===== src/rtl/dot_product_pkg.sv =====
// Shared types and helpers for the dot-product scheduler and its engine.
package dot_product_pkg;

  // Scheduler job phases
  typedef enum logic [1:0] {
    IDLE = 2'd0,
    FEED = 2'd1,
    WAIT = 2'd2,
    RESP = 2'd3
  } state_t;

  // Default number of WAIT cycles before a job is abandoned
  localparam int TIMEOUT_DEFAULT = 16;

  // Result width of an N-element dot product of WIDTH-bit operands
  function automatic int res_width(input int width, input int n);
    return 2 * width + $clog2(n);
  endfunction

endpackage


===== src/rtl/dot_product_scheduler_rr_arbiter.sv =====
// Combinational round-robin pick: first set request at or above the pointer, with wrap.
module rr_arbiter #(
  parameter  int NUM_REQ = 2,
  localparam int PTR_W   = $clog2(NUM_REQ)
) (
  input  logic [NUM_REQ-1:0] i_req,
  input  logic [PTR_W-1:0]   i_ptr,
  input  logic               i_en,
  output logic [NUM_REQ-1:0] o_grant
);

  localparam logic [PTR_W:0] NUM_REQ_W = (PTR_W + 1)'(NUM_REQ);

  logic             w_found;
  logic [PTR_W:0]   w_sum;
  logic [PTR_W-1:0] w_idx;

  // Walk the requesters starting at the pointer; the first hit wins.
  always_comb begin
    o_grant = '0;
    w_found = 1'b0;
    w_sum   = '0;
    w_idx   = '0;
    for (int i = 0; i < NUM_REQ; i++) begin
      w_sum = {1'b0, i_ptr} + (PTR_W + 1)'(i);
      if (w_sum >= NUM_REQ_W) begin
        w_sum = w_sum - NUM_REQ_W;
      end
      w_idx = w_sum[PTR_W-1:0];
      if (i_en && !w_found && i_req[w_idx]) begin
        o_grant[w_idx] = 1'b1;
        w_found        = 1'b1;
      end
    end
  end

endmodule


===== src/rtl/dot_product_scheduler.sv =====
// Shares one streaming dot-product engine among NUM_REQ requesters.
//
// state | meaning
// ------+-------------------------------------------------------------
// IDLE  | no job; arbitrate over req and capture the winner's vectors
// FEED  | stream captured element k (0..N-1) into the engine
// WAIT  | wait for engine output_valid or for the timeout to expire
// RESP  | one-cycle done pulse to the owner; advance the RR pointer
module dot_product_scheduler
  import dot_product_pkg::*;
#(
  parameter  int WIDTH   = 8,
  parameter  int N       = 4,
  parameter  int NUM_REQ = 2,
  parameter  int TIMEOUT = TIMEOUT_DEFAULT,
  localparam int RES_W   = res_width(WIDTH, N)
) (
  input  logic                       clk,
  input  logic                       rst_n,
  input  logic [NUM_REQ-1:0]         req,
  input  logic [NUM_REQ*WIDTH*N-1:0] a_flat,
  input  logic [NUM_REQ*WIDTH*N-1:0] b_flat,
  output logic [NUM_REQ-1:0]         grant,
  output logic [NUM_REQ-1:0]         done,
  output logic                       err,
  output logic [RES_W-1:0]           result_out,
  output logic                       eng_input_valid,
  output logic [WIDTH-1:0]           eng_a,
  output logic [WIDTH-1:0]           eng_b,
  input  logic [RES_W-1:0]           eng_result,
  input  logic                       eng_output_valid
);

  localparam int SLICE_W = WIDTH * N;
  localparam int PTR_W   = $clog2(NUM_REQ);
  localparam int IDX_W   = (N > 1) ? $clog2(N) : 1;
  localparam int CNT_W   = $clog2(TIMEOUT + 1);

  localparam logic [IDX_W-1:0] IDX_LAST = IDX_W'(N - 1);
  localparam logic [CNT_W-1:0] CNT_LAST = CNT_W'(TIMEOUT - 1);
  localparam logic [PTR_W-1:0] PTR_LAST = PTR_W'(NUM_REQ - 1);

  state_t                     r_state;
  state_t                     w_state_nxt;
  logic [PTR_W-1:0]           r_ptr;
  logic [PTR_W-1:0]           r_gidx;
  logic [NUM_REQ-1:0]         r_grant;
  logic [NUM_REQ-1:0]         r_done;
  logic                       r_err;
  logic [RES_W-1:0]           r_result;
  logic [N-1:0][WIDTH-1:0]    r_a;
  logic [N-1:0][WIDTH-1:0]    r_b;
  logic [IDX_W-1:0]           r_idx;
  logic [CNT_W-1:0]           r_cnt;

  logic                       w_any_req;
  logic                       w_arb_en;
  logic [NUM_REQ-1:0]         w_arb_gnt;
  logic [PTR_W-1:0]           w_gidx;
  logic [SLICE_W-1:0]         w_a_sel;
  logic [SLICE_W-1:0]         w_b_sel;
  logic                       w_feed_last;
  logic                       w_timeout;

  assign w_any_req   = |req;
  assign w_arb_en    = (r_state == IDLE);
  assign w_feed_last = (r_idx == IDX_LAST);
  assign w_timeout   = (r_cnt == CNT_LAST);

  rr_arbiter #(
    .NUM_REQ (NUM_REQ)
  ) u_arb (
    .i_req   (req),
    .i_ptr   (r_ptr),
    .i_en    (w_arb_en),
    .o_grant (w_arb_gnt)
  );

  // Encode the one-hot winner and select its vector slices for capture.
  always_comb begin
    w_gidx  = '0;
    w_a_sel = '0;
    w_b_sel = '0;
    for (int j = 0; j < NUM_REQ; j++) begin
      if (w_arb_gnt[j]) begin
        w_gidx  = PTR_W'(j);
        w_a_sel = a_flat[j*SLICE_W +: SLICE_W];
        w_b_sel = b_flat[j*SLICE_W +: SLICE_W];
      end
    end
  end

  // State register.
  always_ff @(posedge clk or negedge rst_n) begin
    if (!rst_n) begin
      r_state <= IDLE;
    end else begin
      r_state <= w_state_nxt;
    end
  end

  // Next-state decode; engine valid is only honoured while waiting.
  always_comb begin
    w_state_nxt = r_state;
    case (r_state)
      IDLE: if (w_any_req) w_state_nxt = FEED;
      FEED: if (w_feed_last) w_state_nxt = WAIT;
      WAIT: if (eng_output_valid || w_timeout) w_state_nxt = RESP;
      RESP: w_state_nxt = IDLE;
      default: w_state_nxt = IDLE;
    endcase
  end

  // Job datapath: capture, element index, timeout counter, response registers.
  always_ff @(posedge clk or negedge rst_n) begin
    if (!rst_n) begin
      r_ptr    <= '0;
      r_gidx   <= '0;
      r_grant  <= '0;
      r_done   <= '0;
      r_err    <= 1'b0;
      r_result <= '0;
      r_a      <= '0;
      r_b      <= '0;
      r_idx    <= '0;
      r_cnt    <= '0;
    end else begin
      case (r_state)
        IDLE: begin
          if (w_any_req) begin
            r_grant <= w_arb_gnt;
            r_gidx  <= w_gidx;
            r_a     <= w_a_sel;
            r_b     <= w_b_sel;
            r_idx   <= '0;
          end
        end
        FEED: begin
          if (!w_feed_last) begin
            r_idx <= r_idx + 1'b1;
          end else begin
            r_cnt <= '0;
          end
        end
        WAIT: begin
          if (eng_output_valid) begin
            r_result <= eng_result;
            r_err    <= 1'b0;
            r_grant  <= '0;
            r_done   <= r_grant;
          end else if (w_timeout) begin
            r_result <= '0;
            r_err    <= 1'b1;
            r_grant  <= '0;
            r_done   <= r_grant;
          end else begin
            r_cnt <= r_cnt + 1'b1;
          end
        end
        RESP: begin
          r_done <= '0;
          r_err  <= 1'b0;
          r_ptr  <= (r_gidx == PTR_LAST) ? '0 : r_gidx + 1'b1;
        end
        default: begin
          r_grant <= '0;
          r_done  <= '0;
          r_err   <= 1'b0;
        end
      endcase
    end
  end

  // Engine drive: captured element k while feeding, zero otherwise.
  always_comb begin
    eng_input_valid = (r_state == FEED);
    eng_a           = '0;
    eng_b           = '0;
    if (r_state == FEED) begin
      eng_a = r_a[r_idx];
      eng_b = r_b[r_idx];
    end
  end

  assign grant      = r_grant;
  assign done       = r_done;
  assign err        = r_err;
  assign result_out = r_result;

endmodule


===== config.mk =====
export PLATFORM = sky130hd
export DESIGN_NAME = dot_product_scheduler
export DESIGN_NICKNAME = d
export VERILOG_FILES = /design/src/rtl/dot_product_pkg.sv /design/src/rtl/dot_product_scheduler_rr_arbiter.sv /design/src/rtl/dot_product_scheduler.sv
export SDC_FILE = /design/constraint.sdc
export NUM_CORES = 1
export LEC_CHECK = 0
export BUFFER_PORTS_ARGS = -buffer_cell sky130_fd_sc_hd__buf_2
export CAP_MARGIN = 20
export CORE_UTILIZATION = 35
export CTS_CLUSTER_SIZE = 40
export DETAILED_ROUTE_END_ITERATION = 10
export PLACE_DENSITY = 0.69
export SETUP_SLACK_MARGIN = 0.2
export SLEW_MARGIN = 20
export SYNTH_ARGS = -nofsm -noshare
export SYNTH_HDL_FRONTEND = slang
export SYNTH_HIERARCHICAL = 1
export SYNTH_SLANG_ARGS = --single-unit

===== constraint.sdc =====
create_clock -name clk -period 2.74 [get_ports clk]
set_input_delay 0.685 -clock clk [delete_from_list [all_inputs] [get_ports clk]]
set_output_delay 0.685 -clock clk [all_outputs]
set_load 0.1 [all_outputs]

==> metrics, run 1 <==
Mapped Cells 459; CTS Hold Bufs 0; max-slew violations 0; Worst VDD drop 541 µV; GPL Wtd Cong 0.791; footprint of the multi-input gates 0.00230 mm²; worst-path maximum fanout 6; combinational group share of total power 50.9%; CP endpoint kind primary output; Critical Path AT 1.82 ns; nets 794; # IOs 191; CTS tree built; Via Count 4200; Post-Syn Area 0.00492 mm²; mux cell area share after synthesis 9.96%; vias in the first global route 4149; flop2flop setup slack 0.43 ns; Final Power 7.94 mW; setup TNS 0 ns; die height 121 µm; Die Area 0.0145 mm²; worst-margin pin slew 0.658 ns; Pre-Repair DR Iteration Count 5; antenna violations before repair 1; CP delay by family, top multiplexers; P_leak 3.10 nW; layout cells sized above 1 40.5%; H-tree Lvls 3; CP Launch Type flop; Net Count, Synth 618; post-synthesis compound-gate area fraction 22.3%; setup violators final 0; Clock Latency Late Sink 0.35 ns; crit path cell chain buf_6 > mux4_2 > and2_2 > buf_6; Register Area 0.00245 mm²; Routed WL 13200 µm; Synth Area in XOR/XNOR 0%; Detailed Place HPWL 9450 µm; global-route wire length before repair 20500 µm; CP most frequent cell buf_6; largest family of logic cells by synthesized area compound AO/OA/AOI/OAI gates; chip width 121 µm; CP peak stage delay 0.49 ns; Overflow after GRT 0; I/O Buffers 190; Layout fillers 1237; post-synthesis sequential area ratio 49.8%; Clock Path Buffers 2; Warnings, synthesis 6; # rows 42; Via-to-Cell Ratio 5.14; Initial Util 36.6%; # Max-Cap Violations 0; DRC 0; Hold Vio Cnt, Final 0; Fmax achieved 399 MHz; post-layout instance area 0.00664 mm²; Wirelength per Cell 16.1 µm; Synth Area in Simple Gates 11.2%; initial DRC count 187; count of different cell masters after synthesis 39; P_int 4.27 mW; Seq cells post-synth 98; WP buf/inv 2; slowest CP cell mux4_2; run status completed; Area Overhead vs Synth 34.8%; clock sink count 98; Worst Path Required 2.06 ns; Worst Clk Skew 0.00520 ns; fin crit share 91.4%; pin count of the biggest net entering global routing 64; CTS clk-pin slew, worst paths 0.07 ns; adder-cell area share of the yosys netlist 2.03%; Total GRT Usage 18.5%; min cycle time layout 2.50 ns; Core Footprint 0.0135 mm²; Sw Share 46.2%; unrepaired setup endpoints after global routing yes; hold crit path type in -> async; Clk pwr share 17.0%; Max-slew headroom 56.2%; Cell Area, Placed 0.00608 mm²; remaining antenna violation count 0; Psw 3.67 mW; Syn Area/Cell 10.7 µm²; Worst Hold Margin 0.361 ns; pwr/cell area 1200 mW/mm²; CTS Root Cell clkbuf_16; Crit Path Class reg -> out; Num CTS Buffers 9; Flop pwr share 32.0%
-- through the flow --
stage	util, %	instances	setup WS (ns)
detailed placement	45.2	798	0.254
floorplan	-	459	0.216
CTS	49.2	816	0.193
global route	49.3	817	0.164
finish	49.3	817	0.235
global placement	45.2	798	0.257
-- kinds of logic (layout without fill, tap and decap cells) --
kind of cell	Yosys count	in the layout
other	0	1
AND/OR/NAND/NOR	115	115
AO/OA/AOI/OAI	167	167
multiplexers	25	25
flip-flops	98	98
buffers and inverters	46	227
adder cells (fa/ha/maj)	8	8
-- repair_timing --
action | 4_1_cts | 5_1_grt
setup buffers | 2 | 0
resized for setup | 69 | 10
endpoints found under the setup margin | 16 | 14
-- synth_stat cells, drive strengths merged --
library cell / number / area, µm²
a21oi: 6 / 30.0
a22o: 21 / 185
a22oi: 63 / 473
a32o: 1 / 10.0
and2: 18 / 113
and3: 2 / 12.5
and3b: 1 / 8.76
buf: 27 / 161
clkbuf: 12 / 45.0
dfrtp: 98 / 2450
ha: 8 / 100
inv: 7 / 26.3
mux2: 5 / 56.3
mux2i: 4 / 40.0
mux4: 16 / 394
nand2: 73 / 274
nand2b: 3 / 18.8
nand3b: 1 / 7.51
nor2: 3 / 11.3
nor2b: 6 / 37.5
nor3: 3 / 15.0
nor3b: 2 / 31.3
nor4b: 1 / 8.76
o2111ai: 1 / 8.76
o211ai: 2 / 15.0
o21a: 1 / 7.51
o21ai: 70 / 350
o21bai: 1 / 7.51
o2bb2ai: 1 / 8.76
or2: 2 / 12.5
-- final cells by class --
cell class / count / share of cell area (%)
Clock inverter: 6 / 1.21
Clock buffer: 10 / 3.60
Sequential cell: 98 / 37.0
Timing Repair Buffer: 204 / 19.8
Multi-Input combinational cell: 315 / 34.6
Antenna cell: 1 / 0.0377
Tap cell: 176 / 3.32
Inverter: 7 / 0.396
-- state kept, by name, summed over array words and instances (netlist names) --
register	cells
r_ptr	1
err	1
r_gidx	1
result_out	18
r_idx	2
grant	2
r_state	2
r_b	32
r_a	32
r_cnt	5
done	2
-- cells in the final DEF, fill, tap and decap left out, types with 8 or more instances in the layout --
master / synthesis / routed
clkbuf_16: 0 / 9
mux4_2: 7 / 12
o21ai_1: 12 / 11
buf_12: 1 / 15
buf_4: 2 / 8
and2_4: 0 / 12
nand2_1: 73 / 73
o21ai_0: 58 / 58
buf_2: 23 / 173
buf_6: 1 / 8
a22o_1: 20 / 20
dfrtp_1: 98 / 97
a22oi_1: 63 / 63
-- power by group through the flow --
stage / Combinational (mW) / Clock [mW] / Sequential [mW]
finish: 4.05 / 1.35 / 2.54
global route: 4.34 / 1.45 / 2.62
CTS: 4.05 / 1.40 / 2.53
detailed placement: 3.84 / 0 / 2.55
global placement: 3.74 / 0 / 2.52
floorplan: 2.12 / 0 / 3.41
-- path summary, 6_finish.rpt --
path | depth (start not counted) | to | startpoint
worst max register to register | 8 | r_a[1] | r_state[0]
min in group clk | 1 | r_ptr | r_gidx
worst max-delay path | 4 | eng_a[4] | r_idx[0]
max in group asynchronous | 2 | r_a[9] | rst_n
worst min register to register | 1 | r_ptr | r_gidx
worst min-delay path | 1 | result_out[15] | rst_n
-- layer usage --
metal	GRT usage (%)	wire, µm
met2	30.0	6250
met4	7.56	223
met5	0	0
met3	3.35	629
met1	24.3	6050
(Power assumes the default switching activity.)
==> run 2: changes to the inputs <==
--- a/config.mk
+++ b/config.mk
@@ -5,12 +5,13 @@
 export SDC_FILE = /design/constraint.sdc
 export NUM_CORES = 1
 export LEC_CHECK = 0
+export ABC_AREA = 1
 export BUFFER_PORTS_ARGS = -buffer_cell sky130_fd_sc_hd__buf_2
 export CAP_MARGIN = 20
 export CORE_UTILIZATION = 35
 export CTS_CLUSTER_SIZE = 40
 export DETAILED_ROUTE_END_ITERATION = 10
-export PLACE_DENSITY = 0.69
+export PLACE_DENSITY = 0.68
 export SETUP_SLACK_MARGIN = 0.2
 export SLEW_MARGIN = 20
 export SYNTH_ARGS = -nofsm -noshare
==> run 2 against run 1 <==
  * Maximum frequency is 1.5% higher
  * Core utilization decreased by 1.8 points
  * First-iteration DRC count grew 79%
  * Combinational power up 38%
  * Worst hold slack worse by 0.070 ns
  * Non-clock buffer count up 1
  * Final cell count grew 33%
  * Clock power barely moved
  * Register-to-register slack improved by 0.05 ns
  * Total power grew 18%
  * Critical path depth rose by 2
  * Critical endpoint is now eng_a[7]
==> metrics, run 2 <==
Wirelength per Cell 14.9 µm; cell accounting for the most synthesized area dfrtp_1; Worst Hold Margin 0.291 ns; Syn Area/Cell 7.36 µm²; Die Area 0.0159 mm²; worst-path maximum fanout 16; layout cells sized above 1 27.1%; H-tree Lvls 3; hold crit path type in -> async; CP most frequent cell inv_1; Psw 5.01 mW; CP delay by family, top buffers and inverters; global-route wire length before repair 26100 µm; antenna violations before repair 0; non-filler cells, final 1089; min cycle time layout 2.47 ns; die height 126 µm; top_reg_cell synth dfrtp_1; Worst Clk Skew 0.00646 ns; crit path cell chain inv_1 > ha_4 > inv_1 > buf_6 > a21oi_2 > buf_12; # Max-Cap Violations 0; unrepaired setup endpoints after global routing yes; Synth area leaders dfrtp_1 45%, nand2_1 18%, nand3_1 11%; Hold Vio Cnt, Final 0; dpl cells 1072; post-synthesis sequential area ratio 45.4%; Via Count 5422; CTS clk-pin slew, worst paths 0.07 ns; Routed WL 16200 µm; top-count cell post-synth nand2_1; # IOs 191; pwr/cell area 1300 mW/mm²; Critical Path AT 1.78 ns; Warnings, synthesis 6; Clk pwr share 14.3%; Seq cells post-synth 98; Net Count, Synth 893; pin count of the biggest net entering global routing 67; Crit Path Class reg -> out; nets 1054; most frequent cells in the layout 256 x nand2_1, 173 x buf_2, 123 x nand3_1; CP peak stage delay 0.42 ns; clock sink count 98; Pre-Repair DR Iteration Count 5; # rows 45; remaining antenna violation count 0; count of different cell masters after synthesis 19; Worst VDD drop 653 µV; Flop pwr share 26.3%; Post-Syn Area 0.00540 mm²; worst-margin pin slew 0.706 ns; CP Launch Type flop; Mapped Cells 734; Via-to-Cell Ratio 4.98; CP endpoint kind primary output; DRC 0; max-slew violations 0; CTS tree built; Detailed Place HPWL 11600 µm; Clock Latency Late Sink 0.35 ns; initial DRC count 335; GPL Wtd Cong 0.856; setup TNS 0 ns; Sw Share 53.3%; Total GRT Usage 21.0%; Clock Path Buffers 2; Area Overhead vs Synth 33.3%; I/O Buffers 190; Overflow after GRT 0; share of the synthesized area in the top cell type 45.4%; slowest CP cell dfrtp_1; P_int 4.39 mW; Final Power 9.39 mW; CTS Root Cell clkbuf_16; top post-synthesis cells by count 256 x nand2_1, 123 x nand3_1, 98 x dfrtp_1, 75 x o21ai_0, 52 x inv_1; Max-slew headroom 52.9%; Synth async-reset ratio 100%; commonest non-fill, non-tap cell in the layout nand2_1; Fmax achieved 405 MHz; Core Footprint 0.0151 mm²; Worst Path Required 2.06 ns; Post-synth EDFFs 0; post-layout util 47.6%; setup violators final 0; P_leak 3.50 nW; Num CTS Buffers 9; combinational group share of total power 59.4%; WP buf/inv 4; fin crit share 90.0%; run status completed; Initial Util 35.7%; chip width 126 µm; vias in the first global route 4915
==> run 2: cell types whose count changed after synthesis, sizes merged, moves of 11 or more <==
cell	delta
a21oi	+13
a22o	-21
a22oi	-63
and2	-18
inv	+46
mux4	-16
nand2	+183
nand3	+123
o211ai	+31
o21ai	+11
==> run 2: worst reg2reg max path: stages (launching register included) <==
cell and delay, ns:
dfrtp_1 0.42, inv_1 0.14, ha_1 0.25, nand2_1 0.12, a21oi_4 0.16, buf_4 0.59
nand2_1 0.23, nand2_1 0.12, nand2_1 0.05, o21ai_0 0.09
==> run 2: through the flow <==
step                cell area (µm²)  setup slack (ns)
detailed placement             6870             0.411
floorplan                      5550            0.0695
global placement               6870             0.464
CTS                            7190             0.180
global route                   7200             0.188
finish                         7200             0.273
==> run 2: power groups by stage <==
| stage | registers (mW) | clock network (mW) | logic, mW |
|---|---|---|---|
| after CTS | 2.47 | 1.37 | 5.60 |
| after global placement | 2.47 | 0 | 5.52 |
| after floorplan | 3.44 | 0 | 3.21 |
| final | 2.47 | 1.34 | 5.58 |
| after global routing | 2.54 | 1.43 | 6.08 |
| after detailed placement | 2.49 | 0 | 5.58 |
==> run 2: kinds of logic after synthesis <==
| logic type | after synthesis | share of synthesized area, % |
|---|---|---|
| buffers and inverters | 108 | 8.76 |
| AO/OA/AOI/OAI | 133 | 14.1 |
| AND/OR/NAND/NOR | 387 | 29.9 |
| flip-flops | 98 | 45.4 |
| adder cells (fa/ha/maj) | 8 | 1.85 |
==> run 2: metal layers <==
metal | up-vias | part of all wire, % | routed length (µm) | GRT usage (%)
met5 | - | 0 | 0 | 0
met4 | 0 | 1.3 | 218 | 6.38
met3 | 15 | 6.1 | 995 | 3.74
met2 | 196 | 42 | 6720 | 30.5
met1 | 2475 | 51 | 8250 | 31.5
li1 | 2736 | - | - | -
==> run 2: worst paths after layout <==
kind                                startpoint  slack (ns)  cells past startpoint             end
worst min register to register  result_out[13]        0.46                      2  result_out[13]
max in group asynchronous                rst_n        1.81                      2        r_idx[0]
min in group clk                result_out[13]        0.46                      2  result_out[13]
worst max-delay path                r_state[1]        0.27                      6        eng_a[7]
worst max register to register      r_state[1]        0.48                      9         r_b[13]
worst min-delay path                     rst_n        0.29                      1  result_out[11]
==> run 2: what timing repair did <==
action                                 CTS  global route
pin swaps                                0             0
buffers inserted                         0             0
endpoints found under the hold margin    0             0
setup endpoints to repair                6            80
resized for setup                        1             3
hold buffers                             0             0
==> run 2: layout make-up <==
type | instances | area, µm²
timing repair buffer | 205 | 1340
multi-input combinational | 528 | 2650
fill | 1517 | 7940
antenna | 1 | 2.50
inverter | 53 | 205
clock buffer | 13 | 270
clock inverter | 3 | 46.3
sequential | 98 | 2450
tap | 188 | 235
==> run 3: changes to the inputs <==
--- a/config.mk
+++ b/config.mk
@@ -9,6 +9,7 @@
 export BUFFER_PORTS_ARGS = -buffer_cell sky130_fd_sc_hd__buf_2
 export CAP_MARGIN = 20
 export CORE_UTILIZATION = 35
+export CTS_BUF_LIST = sky130_fd_sc_hd__clkbuf_2
 export CTS_CLUSTER_SIZE = 40
 export DETAILED_ROUTE_END_ITERATION = 10
 export PLACE_DENSITY = 0.68
==> run 3 against run 2 <==
  * Flip-flop and latch count did not move
  * Core utilization fell by 0.33 points
  * Non-clock buffer count rose by 7
  * Largest power group unchanged
  * Clock skew rose by 0.021 ns
  * Worst hold slack got worse by 0.028 ns
  * Count of clock-buffer cells in the layout fell by 3
  * First-iteration DRC count did not move
  * Maximum frequency fell by 5.5%
  * Total power fell by 4.3%
  * Worst setup slack got worse by 0.14 ns
  * Critical path depth fell by 1
==> metrics, run 3 (synthesis results as in run 2) <==
Die Area 0.0159 mm²; H-tree Lvls 3; Worst VDD drop 656 µV; post-layout util 47.2%; commonest non-fill, non-tap cell in the layout nand2_1; Sw Share 56.1%; Layout fillers 1533; P_leak 3.48 nW; global-route wire length before repair 26300 µm; Critical Path AT 1.92 ns; Num CTS Buffers 9; Psw 5.04 mW; Flop pwr share 27.4%; footprint of the multi-input gates 0.00269 mm²; hold crit path type in -> reg; initial DRC count 335; CTS clk-pin slew, worst paths 0.27 ns; fin crit share 95.2%; combinational group share of total power 64.7%; vias in the first global route 4937; Via-to-Cell Ratio 4.99; remaining antenna violation count 0; setup violators final 0; Worst Path Required 2.06 ns; Max-slew headroom 54.9%; Clock Path Buffers 2; # rows 45; Register Area 0.00245 mm²; # Max-Cap Violations 0; pwr/cell area 1260 mW/mm²; Worst Hold Margin 0.263 ns; CP Launch Type flop; Clk pwr share 7.9%; unrepaired setup endpoints after global routing yes; CP endpoint kind primary output; max-slew violations 0; worst-path maximum fanout 35; GPL Wtd Cong 0.856; min cycle time layout 2.61 ns; worst-margin pin slew 0.676 ns; Overflow after GRT 0; Via Count 5472; CTS tree built; layout cells sized above 1 27.6%; Wirelength per Cell 15.0 µm; Routed WL 16400 µm; chip width 126 µm; # IOs 191; antenna violations before repair 1; Fmax achieved 383 MHz; P_int 3.94 mW; DRC 0; dpl cells 1072; Pre-Repair DR Iteration Count 5; clock sink count 98; Initial Util 35.7%; I/O Buffers 190; Hold Vio Cnt, Final 0; Final Power 8.99 mW; Crit Path Class reg -> out; Detailed Place HPWL 11600 µm; setup TNS 0 ns; CTS Root Cell clkbuf_2; non-filler cells, final 1097; nets 1061; Clock Latency Late Sink 0.62 ns; Total GRT Usage 21.3%; pin count of the biggest net entering global routing 67; die height 126 µm; run status completed; Area Overhead vs Synth 32.4%; most frequent cells in the layout 256 x nand2_1, 172 x buf_2, 123 x nand3_1; Core Footprint 0.0151 mm²; Worst Clk Skew 0.0277 ns
run 3: cell count changes in the layout (fill, tap and decap cells not counted), sizes merged:
| cell | previous run | this run |
|---|---|---|
| diode | 1 | 2 |
| clkinv | 1 | 4 |
| buf | 205 | 211 |
| clkbuf | 13 | 10 |
| dlygate4sd3 | 0 | 1 |
run 3: worst paths after layout:
path                                     from        endpoint  slack, ns  cells past startpoint
worst min-delay path               b_flat[36]          r_b[4]       0.26                      3
min in group asynchronous               rst_n  result_out[11]       0.51                      2
max in group asynchronous               rst_n         r_b[31]       1.58                      3
worst min register to register  result_out[5]   result_out[5]       0.50                      2
worst max register to register     r_state[1]          r_b[8]       0.53                     11
worst max-delay path                 r_idx[0]        eng_b[4]       0.13                      5
run 3: what timing repair did:
item / 4_1_cts / 5_1_grt
setup endpoints to repair: 17 / 81
gates cloned: 1 / 0
setup buffers: 3 / 2
gates resized for setup: 18 / 2
hold buffers: 1 / 0
hold endpoints to repair: 28 / 0
pin swaps: 4 / 6
run 3: metrics by stage:
stage	cell area (µm²)	setup slack [ns]
finish	7150	0.131
floorplan	5550	0.0695
global placement	6870	0.464
CTS	7110	0.0925
global route	7150	0.0134
detailed placement	6870	0.411
run 3: power by group through the flow:
stage	combinational, mW	clock [mW]	sequential, mW
after floorplan	3.21	0	3.44
after global placement	5.52	0	2.47
after detailed placement	5.58	0	2.49
after CTS	5.81	0.735	2.46
after global routing	6.31	0.796	2.53
final	5.81	0.711	2.47
run 3: routing by layer:
layer	wire length, µm	global-route usage, %	up-vias
li1	-	-	2752
met1	8170	32.0	2503
met2	6870	30.5	198
met3	1140	4.80	19
met4	235	5.74	0
met5	0	0	-
run 3: layout make-up:
class / count / share of cell area [%]
multi-input cells: 528 / 37.6
repair buffers: 212 / 20.3
clock inverters: 6 / 0.805
diodes: 2 / 0.0700
clock buffers: 10 / 0.700
well taps: 188 / 3.29
flip-flops and latches: 98 / 34.3
inverters: 53 / 2.87
run 3: worst max-delay path, stage by stage, from the launching register on:
cell      delay (ns)
dfrtp_2         0.50
buf_12          0.17
nand2_1         0.08
o211ai_1        0.13
a21oi_4         0.23
buf_12          0.20
